$ cat src/rtl/xorshift_pkg.sv
// Shared constants and types for the xorshift+ random word source.
//   DEF_SHIFT0..2  default shift amounts of the xorshift+ step
//   DEF_SEED0/1    default state words loaded at reset (64-bit, truncated by users)
//   state_t        sequencing states of the stream controller
package xorshift_pkg;

  localparam int DEF_SHIFT0 = 23;
  localparam int DEF_SHIFT1 = 18;
  localparam int DEF_SHIFT2 = 5;

  localparam logic [63:0] DEF_SEED0 = 64'h0123_4567_89AB_CDEF;
  localparam logic [63:0] DEF_SEED1 = 64'hFEDC_BA98_7654_3210;

  typedef enum logic [0:0] {
    ST_WARMUP = 1'b0,
    ST_RUN    = 1'b1
  } state_t;

endpackage

$ cat src/rtl/xorshift_plus_step.sv
// One combinational xorshift+ step.
//   s0, s1  current state words
//   nxt     new state0 (state1 takes the old s0)
//   word    output word for this step, s0 + nxt modulo 2^BITSIZE
module xorshift_plus_step
  import xorshift_pkg::*;
#(
  parameter int BITSIZE = 64,
  parameter int SHIFT0  = DEF_SHIFT0,
  parameter int SHIFT1  = DEF_SHIFT1,
  parameter int SHIFT2  = DEF_SHIFT2
) (
  input  logic [BITSIZE-1:0] s0,
  input  logic [BITSIZE-1:0] s1,
  output logic [BITSIZE-1:0] nxt,
  output logic [BITSIZE-1:0] word
);

  logic [BITSIZE-1:0] x_a;
  logic [BITSIZE-1:0] x_b;

  assign x_a  = s1 ^ (s1 << SHIFT0);
  assign x_b  = x_a ^ (x_a >> SHIFT1);
  assign nxt  = x_b ^ s0 ^ (s0 >> SHIFT2);
  assign word = s0 + nxt;

endmodule

$ cat src/rtl/xorshift_plus_stream.sv
// xorshift+ random word source with a valid/ready output stream.
//   clk, rst             clock, synchronous active-high reset
//   seed_valid/seed0/1   load a new state pair (always accepted)
//   out_valid/ready/data output stream, one word per cycle when ready stays high
//   warming              high while discarding warm-up steps
//   seed_fixed           last loaded seed pair was all-zero and got corrected
//   words_out            completed output handshakes, wrapping counter
//
// state     | meaning
// ST_WARMUP | discarding WARMUP steps after reset or a seed load
// ST_RUN    | feeding step words into the output register
module xorshift_plus_stream
  import xorshift_pkg::*;
#(
  parameter int                BITSIZE       = 64,
  parameter int                SHIFT0        = DEF_SHIFT0,
  parameter int                SHIFT1        = DEF_SHIFT1,
  parameter int                SHIFT2        = DEF_SHIFT2,
  parameter int                WARMUP        = 16,
  parameter logic [BITSIZE-1:0] DEFAULT_SEED0 = BITSIZE'(DEF_SEED0),
  parameter logic [BITSIZE-1:0] DEFAULT_SEED1 = BITSIZE'(DEF_SEED1),
  parameter int                COUNT_W       = 32
) (
  input  logic               clk,
  input  logic               rst,
  input  logic               seed_valid,
  input  logic [BITSIZE-1:0] seed0,
  input  logic [BITSIZE-1:0] seed1,
  output logic               out_valid,
  input  logic               out_ready,
  output logic [BITSIZE-1:0] out_data,
  output logic               warming,
  output logic               seed_fixed,
  output logic [COUNT_W-1:0] words_out
);

  localparam int CNT_W = (WARMUP > 1) ? $clog2(WARMUP + 1) : 1;
  localparam logic [CNT_W-1:0] CNT_INIT = CNT_W'(WARMUP);
  localparam state_t ST_INIT = (WARMUP == 0) ? ST_RUN : ST_WARMUP;

  state_t             state;
  logic [CNT_W-1:0]   cnt;
  logic [BITSIZE-1:0] s0;
  logic [BITSIZE-1:0] s1;
  logic [BITSIZE-1:0] nxt;
  logic [BITSIZE-1:0] word;
  logic               load;
  logic               seed_zero;

  xorshift_plus_step #(
    .BITSIZE (BITSIZE),
    .SHIFT0  (SHIFT0),
    .SHIFT1  (SHIFT1),
    .SHIFT2  (SHIFT2)
  ) u_step (
    .s0   (s0),
    .s1   (s1),
    .nxt  (nxt),
    .word (word)
  );

  assign load      = !out_valid || out_ready;
  assign seed_zero = (seed0 == '0) && (seed1 == '0);
  assign warming   = (state == ST_WARMUP);

  always_ff @(posedge clk) begin
    if (rst) begin
      s0         <= DEFAULT_SEED0;
      s1         <= DEFAULT_SEED1;
      out_valid  <= 1'b0;
      out_data   <= '0;
      words_out  <= '0;
      seed_fixed <= 1'b0;
      cnt        <= CNT_INIT;
      state      <= ST_INIT;
    end else begin
      // A handshake in the same cycle as a seed load still completes.
      if (out_valid && out_ready) begin
        words_out <= words_out + COUNT_W'(1);
      end

      if (seed_valid) begin
        s0        <= seed0;
        // An all-zero state is a fixed point of the generator.
        s1        <= seed_zero ? BITSIZE'(1) : seed1;
        seed_fixed <= seed_zero;
        out_valid <= 1'b0;
        cnt       <= CNT_INIT;
        state     <= ST_INIT;
      end else begin
        case (state)
          ST_WARMUP: begin
            s0  <= nxt;
            s1  <= s0;
            cnt <= cnt - CNT_W'(1);
            if (cnt == CNT_W'(1)) begin
              state <= ST_RUN;
            end
          end
          ST_RUN: begin
            // State only advances when a word enters the output register,
            // so stalls neither skip nor repeat words.
            if (load) begin
              out_data  <= word;
              out_valid <= 1'b1;
              s0        <= nxt;
              s1        <= s0;
            end
          end
          default: state <= ST_RUN;
        endcase
      end
    end
  end

endmodule

$ cat config.mk
export PLATFORM = sky130hd
export DESIGN_NAME = xorshift_plus_stream
export DESIGN_NICKNAME = d
export VERILOG_FILES = /design/src/rtl/xorshift_pkg.sv /design/src/rtl/xorshift_plus_step.sv /design/src/rtl/xorshift_plus_stream.sv
export SDC_FILE = /design/constraint.sdc
export NUM_CORES = 1
export LEC_CHECK = 0
export CAP_MARGIN = 20
export CELL_PAD_IN_SITES_DETAIL_PLACEMENT = 0
export CELL_PAD_IN_SITES_GLOBAL_PLACEMENT = 1
export CORE_MARGIN = 1.5
export CORE_UTILIZATION = 41
export CTS_CLUSTER_SIZE = 25
export DETAILED_ROUTE_END_ITERATION = 6
export GPL_TIMING_DRIVEN = 0
export PLACE_DENSITY = 0.92
export SLEW_MARGIN = 20
export SYNTH_ARGS = -nofsm -noshare
export SYNTH_HDL_FRONTEND = slang
export SYNTH_SLANG_ARGS = --single-unit
$ cat constraint.sdc
create_clock -name clk -period 4.51 [get_ports clk]
set_input_delay 0.451 -clock clk [delete_from_list [all_inputs] [get_ports clk]]
set_output_delay 0.451 -clock clk [all_outputs]
set_load 0.01 [all_outputs]
* Yosys cells after proc, flatten, opt, wreduce, memory -nomap -nowiden *
Cells that the tools add are included.
Widths: inputs -> output; s select.

word-level totals
  register bits after elaboration = 232
  bits of input ports = 132
  output and inout bits = 99
  logic and storage cells = 37

operators by class
  add/subtract/negate cells = 3
  equal/unequal tests = 2
  mux-type cells = 9
  bitwise gates (word level) = 6
  reduce and logical (&&, ||, !) cells = 9

operator list
  operator               number
  $mux 64                5
  $pmux 64 s2            2
  $logic_not 64->1       2
  $xor 64x64->64         2
  $add 64x64->64         1
  $xor 64x46->64         1
  $xor 64x59->64         1
  $add 32x1->32 const B  1
  $eq 5x1->1 const B     1
  $sub 5x1->5 const B    1
  $ne 3x2->1 const B     1
  $reduce_and 3->1       1
  $logic_and 1x1->1      2
  $mux 1                 2
  $not 1->1              2
  $reduce_and 2->1       1
  $reduce_or 2->1        1
  $logic_not 1->1        1
  $logic_or 1x1->1       1

* Longest topological paths before layout *
  depth in word-level cells = 7
  gate-level depth with buffers = 15
  mapped depth without buffers = 15

* By module *
From an unflattened synthesis, not the netlist that was laid out.

second synthesis, totals
  cells, all modules = 1911
  area total of the unflattened synthesis = 15777.6 sq um

modules (own cells, without submodules)
  module                times used  cells an instance  area an instance (sq um)  seq. area each (sq um)
  xorshift_plus_stream  1           1148               10074.7                   4644.5
  xorshift_plus_step    1           763                5703.0                    0.0

* Least setup slack after synthesis *
No wires, ideal clock.

  path kind = flip-flop to flip-flop
  start = register s0[8]
  end = register out_data[61]
  setup time = 95 ps
  data arrival time = 3202 ps
  data required time = 4415 ps
  setup slack = 1213 ps
  cell stages (with the launch flop) = 14
  period minus slack after synthesis = 3297 ps
  path through = dfxtp_1 > xor2_1 > xor2_1 > xnor2_1 > ha_1 > nand2_1 > or4_4 > o21ai_4 > a21oi_4 > o211ai_4 > nand2_2 > o311a_4 > o21a_1 > o311ai_1

on the way
  word-level cells in the longest chain between the ends = 3

RTL lines
  item                      line                         source
  start: declaration        xorshift_plus_stream.sv:43   logic [BITSIZE-1:0] s0;
  start signal: assignment  xorshift_plus_stream.sv:93   s0 <= nxt;
  start signal: assignment  xorshift_plus_stream.sv:106  s0 <= nxt;
  $xor 64x64->64            xorshift_plus_step.sv:24     assign nxt = x_b ^ s0 ^ (s0 >> SHIFT2);
  $xor 64x59->64            xorshift_plus_step.sv:24
  $add 64x64->64 (*)        xorshift_plus_step.sv:25     assign word = s0 + nxt;
  end signal: assignment    xorshift_plus_stream.sv:104  out_data <= word;
  end: declaration          xorshift_plus_stream.sv:31   output logic [BITSIZE-1:0] out_data,

Every way passes the cells marked *; elsewhere a longest branch is shown, timed or not.
A chain may end at the register's enable or synchronous reset.

* Worst setup path after layout *
  start = register s0[32]
  end = register out_data[62]

The elaborated chain is that of the path after synthesis.

==> run_summary.xml <==
<?xml version="1.0" encoding="UTF-8"?>
<metrics>
  <group name="setup_path">
    <metric name="required" unit="ns">4.94</metric>
    <metric name="endpoint_arrival_time_on_the_critical_path" unit="ns">4.83</metric>
    <metric name="critPathCaptureType" unit="">flop</metric>
    <metric name="worstPathMaxFanout" unit="">7</metric>
    <metric name="criticalPathCategory" unit="">flop to flop</metric>
    <metric name="worst_setup_path_start_kind" unit="">flop</metric>
  </group>
  <group name="sta">
    <metric name="setup-violations-final" unit="">0</metric>
    <metric name="worst_slew_pin_slew" unit="ns">1.156</metric>
    <metric name="period_minus_slack" unit="ns">4.394</metric>
    <metric name="final.period_utilization" unit="%">97.43</metric>
    <metric name="timing_max_transition_violations_final" unit="">0</metric>
    <metric name="fin_setup_tns" unit="ns">0</metric>
    <metric name="fmax" unit="MHz">227.6</metric>
    <metric name="slew_headroom" unit="%">22.91</metric>
    <metric name="final-hold-violation-count" unit="">0</metric>
    <metric name="worst_clock_skew_on_the_final_layout" unit="ns">0.02729</metric>
    <metric name="rsz0062_at_grt" unit="">false</metric>
  </group>
  <group name="floorplanning">
    <metric name="ios" unit="">231</metric>
    <metric name="die_h" unit="microns">197.2</metric>
    <metric name="floorplan.die.width" unit="microns">197.2</metric>
    <metric name="core" unit="sq mm">0.03687</metric>
    <metric name="initial_core_utilization" unit="%">41.92</metric>
    <metric name="num_rows" unit="">70</metric>
    <metric name="fp.dieArea" unit="sq mm">0.03888</metric>
  </group>
  <group name="routing">
    <metric name="drt-wirelength-per-cell" unit="microns">23.68</metric>
    <metric name="ant_nets" unit="">0</metric>
    <metric name="wirelength" unit="mm">64.56</metric>
    <metric name="drt_iter0_markers" unit="">1570</metric>
    <metric name="detailedRoute.firstPassIterationCount" unit="">6</metric>
    <metric name="remaining_drc_errors" unit="">0</metric>
    <metric name="detailroute.via_count" unit="">15640</metric>
    <metric name="vias_per_cell" unit="">5.737</metric>
  </group>
  <group name="global_routing">
    <metric name="globalRouteMet2Util" unit="%">49.76</metric>
    <metric name="wire_length_of_the_first_global_routing_pass" unit="mm">94.02</metric>
    <metric name="grt_overflow" unit="">0</metric>
    <metric name="grt_start_max_net_pins" unit="">15</metric>
    <metric name="via_count_of_the_first_global_routing_pass" unit="">14670</metric>
    <metric name="grt_most_used_layer" unit="">met2</metric>
    <metric name="track_usage" unit="%">32.55</metric>
    <metric name="globalRouteMet3Util" unit="%">4.029</metric>
    <metric name="global_route.usage.met1" unit="%">47.10</metric>
    <metric name="grt_antenna_before_repair" unit="">1</metric>
  </group>
  <group name="clocking">
    <metric name="clockRootBuffer" unit="">sky130_fd_sc_hd__clkbuf_16</metric>
    <metric name="cts-root-to-sink-buffers" unit="">3</metric>
    <metric name="cts_tree" unit="">built</metric>
    <metric name="post_cts_resize_count" unit="">0</metric>
    <metric name="numClockSinks" unit="">232</metric>
    <metric name="cts_post_setup_buffers_inserted" unit="">0</metric>
    <metric name="tritoncts.num_buffers" unit="">28</metric>
    <metric name="cts.htree.levels" unit="">1</metric>
    <metric name="clk_latency" unit="ns">0.59</metric>
    <metric name="ctsHoldBuffers" unit="">0</metric>
    <metric name="cts.reportedPaths.clkPinSlew" unit="ns">0.06</metric>
  </group>
  <group name="final_layout">
    <metric name="finish.instance_area" unit="sq mm">0.01947</metric>
    <metric name="area_growth_from_synthesis_to_layout" unit="%">25.93</metric>
    <metric name="antenna_cells_inserted" unit="">0</metric>
    <metric name="total_area_of_multi_input_combinational_cells" unit="sq mm">0.01038</metric>
    <metric name="final_nets" unit="">2406</metric>
    <metric name="layout-drive-gt1-share" unit="%">3.375</metric>
    <metric name="register_area" unit="sq mm">0.004644</metric>
    <metric name="num-fill-cells" unit="">3564</metric>
  </group>
  <group name="yosys">
    <metric name="synth_top_cells_by_area" unit="">sky130_fd_sc_hd__dfxtp_1 30%, sky130_fd_sc_hd__xnor2_1 12%, sky130_fd_sc_hd__mux2i_1 7.2%, sky130_fd_sc_hd__nand2_1 6.3%, sky130_fd_sc_hd__ha_1 5.9%</metric>
    <metric name="syn-instance-count" unit="">1941</metric>
    <metric name="synth_fp_nets" unit="">2147</metric>
    <metric name="yosysTopAreaCellShare" unit="%">30.04</metric>
    <metric name="synth.lib_cells_used.distinct" unit="">62</metric>
    <metric name="yosysTopAreaCell" unit="">sky130_fd_sc_hd__dfxtp_1</metric>
    <metric name="netlist_area" unit="sq mm">0.01546</metric>
    <metric name="synth-warning-count" unit="">0</metric>
    <metric name="syn_area_per_cell" unit="sq um">7.964</metric>
    <metric name="synth_seq_area_share" unit="%">30.04</metric>
    <metric name="yosys_most_used_dff" unit="">sky130_fd_sc_hd__dfxtp_1</metric>
    <metric name="yosys_register_bits" unit="">232</metric>
    <metric name="synth-edff-count" unit="">0</metric>
    <metric name="synth_async_sr_flop_share" unit="%">0</metric>
  </group>
  <group name="placement">
    <metric name="placedInstanceArea" unit="sq mm">0.01838</metric>
    <metric name="routabilityCongestion" unit="">1.055</metric>
    <metric name="portBuffers" unit="">229</metric>
    <metric name="dpl.hpwl" unit="mm">53.13</metric>
  </group>
  <group name="power">
    <metric name="power_density" unit="mW/mm^2">763.1</metric>
    <metric name="ir_worst_vdd" unit="mV">0.3418</metric>
    <metric name="power.static_leakage" unit="nW">7.441</metric>
  </group>
  <group name="status">
    <metric name="status" unit="">finished, final reports clean</metric>
  </group>
  <group name="flow_run">
    <metric name="drv_cap" unit="">0</metric>
  </group>
  <group name="hold_path">
    <metric name="worstHoldPathType" unit="">flop to flop</metric>
  </group>
</metrics>
## registers in the layout, indices dropped and copies added (netlist names)
register    flops
out_valid       1
s1             64
s0             64
seed_fixed      1
words_out      32
out_data       64
cnt             5
state           1
## layer usage
layer	vias to the layer above	part of all wire [%]	wire [microns]
met5	-	0	0
met4	0	3.4	2201
met3	118	7.6	4923
met2	710	43	27700
met1	7500	46	29730
li1	7311	-	-
## worst paths after layout
| kind | startpoint | end | slack [ns] | depth (start not counted) |
|---|---|---|---|---|
| worst min-delay path | out_data[20] | out_data[20] | 0.45 | 2 |
| worst min register to register | out_data[20] | out_data[20] | 0.45 | 2 |
| worst max-delay path | s0[32] | out_data[62] | 0.12 | 13 |
| worst max register to register | s0[32] | out_data[62] | 0.12 | 13 |
## final cells by class
cell class | instances | area share [%]
Timing Repair Buffer | 229 | 11.77
Multi-Input combinational cell | 1578 | 53.34
Clock buffer | 37 | 4.133
Tap cell | 504 | 3.239
Clock inverter | 15 | 1.118
Inverter | 27 | 0.5206
Buffer | 104 | 2.018
Sequential cell | 232 | 23.86
## cell usage in the layout, fill, tap and decap left out, drive strengths merged, types with 3 or more instances in the layout
cell,n
inv,27
o21bai,12
a211oi,60
o31ai,7
nand2b,7
nand3,33
o211ai,34
and3,9
a21o,24
a41oi,5
and4,6
xor2,82
o22ai,6
nor4,34
o21ai,102
clkdlybuf4s50,229
ha,73
or2,3
buf,10
a21oi,156
a22oi,3
clkinv,9
mux2i,111
dfxtp,232
nand4,27
a31oi,7
nor4b,4
bufinv,5
nor3,27
clkbuf,131
nand2,263
o21a,9
and2,19
xnor2,219
nor2b,10
nor2,195
a221oi,4
or3,8
## power breakdown
group	leakage (nW)	internal, mW	switching, mW	total (mW)
logic	5.02	3.69	5.83	9.51
clock network	0.507	1.54	0.965	2.50
registers	1.91	2.28	0.559	2.84
## cells by family after synthesis
family	count (synthesis)	synth area share (%)
XOR/XNOR	301	17.05
multiplexers	112	7.260
AND/OR/NAND/NOR	650	18.70
AO/OA/AOI/OAI	441	17.70
flip-flops	232	30.04
buffers and inverters	131	3.197
adder cells (fa/ha/maj)	74	6.038
## critical path: stages, from the launching register on
cell	delay [ns]
sky130_fd_sc_hd__dfxtp_1	0.59
sky130_fd_sc_hd__xnor2_1	0.14
sky130_fd_sc_hd__xnor2_1	0.32
sky130_fd_sc_hd__xnor2_1	0.18
sky130_fd_sc_hd__ha_1	0.32
sky130_fd_sc_hd__clkbuf_1	0.31
sky130_fd_sc_hd__nand4_1	0.19
sky130_fd_sc_hd__or3_1	0.44
sky130_fd_sc_hd__or3_1	0.38
sky130_fd_sc_hd__o21a_1	0.26
sky130_fd_sc_hd__o22ai_1	0.56
sky130_fd_sc_hd__a221oi_2	0.13
sky130_fd_sc_hd__xnor2_1	0.32
sky130_fd_sc_hd__a21oi_1	0.11
## through the flow
| stage | total power, mW | utilization (%) | std cells | hold WS (ns) | setup WS (ns) |
|---|---|---|---|---|---|
| floorplan | 9.381 | - | 1941 | 0.4661 | 1.213 |
| global placement | 11.94 | 49.85 | 2674 | 0.4389 | 0.1099 |
| detailed placement | 11.99 | 49.85 | 2674 | 0.4446 | 0.1149 |
| CTS | 14.52 | 52.62 | 2726 | 0.4511 | 0.1230 |
| global route | 15.80 | 52.80 | 2726 | 0.4573 | 0.01624 |
| finish | 14.85 | 52.80 | 2726 | 0.4499 | 0.1159 |
## cells in the mapped netlist, types with 3 or more instances
library cell	count
sky130_fd_sc_hd__a211oi_1	60
sky130_fd_sc_hd__a21o_1	24
sky130_fd_sc_hd__a21oi_1	155
sky130_fd_sc_hd__a22oi_1	3
sky130_fd_sc_hd__a31oi_1	7
sky130_fd_sc_hd__a41oi_1	5
sky130_fd_sc_hd__and2_1	19
sky130_fd_sc_hd__and3_1	9
sky130_fd_sc_hd__and4_1	6
sky130_fd_sc_hd__buf_1	8
sky130_fd_sc_hd__clkbuf_1	94
sky130_fd_sc_hd__dfxtp_1	232
sky130_fd_sc_hd__ha_1	73
sky130_fd_sc_hd__inv_1	25
sky130_fd_sc_hd__mux2i_1	111
sky130_fd_sc_hd__nand2_1	261
sky130_fd_sc_hd__nand2b_1	7
sky130_fd_sc_hd__nand3_1	33
sky130_fd_sc_hd__nand4_1	27
sky130_fd_sc_hd__nor2_1	195
sky130_fd_sc_hd__nor2b_1	10
sky130_fd_sc_hd__nor3_1	27
sky130_fd_sc_hd__nor4_1	34
sky130_fd_sc_hd__nor4b_1	4
sky130_fd_sc_hd__o211ai_1	33
sky130_fd_sc_hd__o21a_1	9
sky130_fd_sc_hd__o21ai_0	90
sky130_fd_sc_hd__o21ai_1	11
sky130_fd_sc_hd__o21bai_1	12
sky130_fd_sc_hd__o22ai_1	6
sky130_fd_sc_hd__o31ai_1	7
sky130_fd_sc_hd__or2_2	3
sky130_fd_sc_hd__or3_1	8
sky130_fd_sc_hd__xnor2_1	219
sky130_fd_sc_hd__xor2_1	82
No activity file was read; power rests on OpenSTA's default activity.
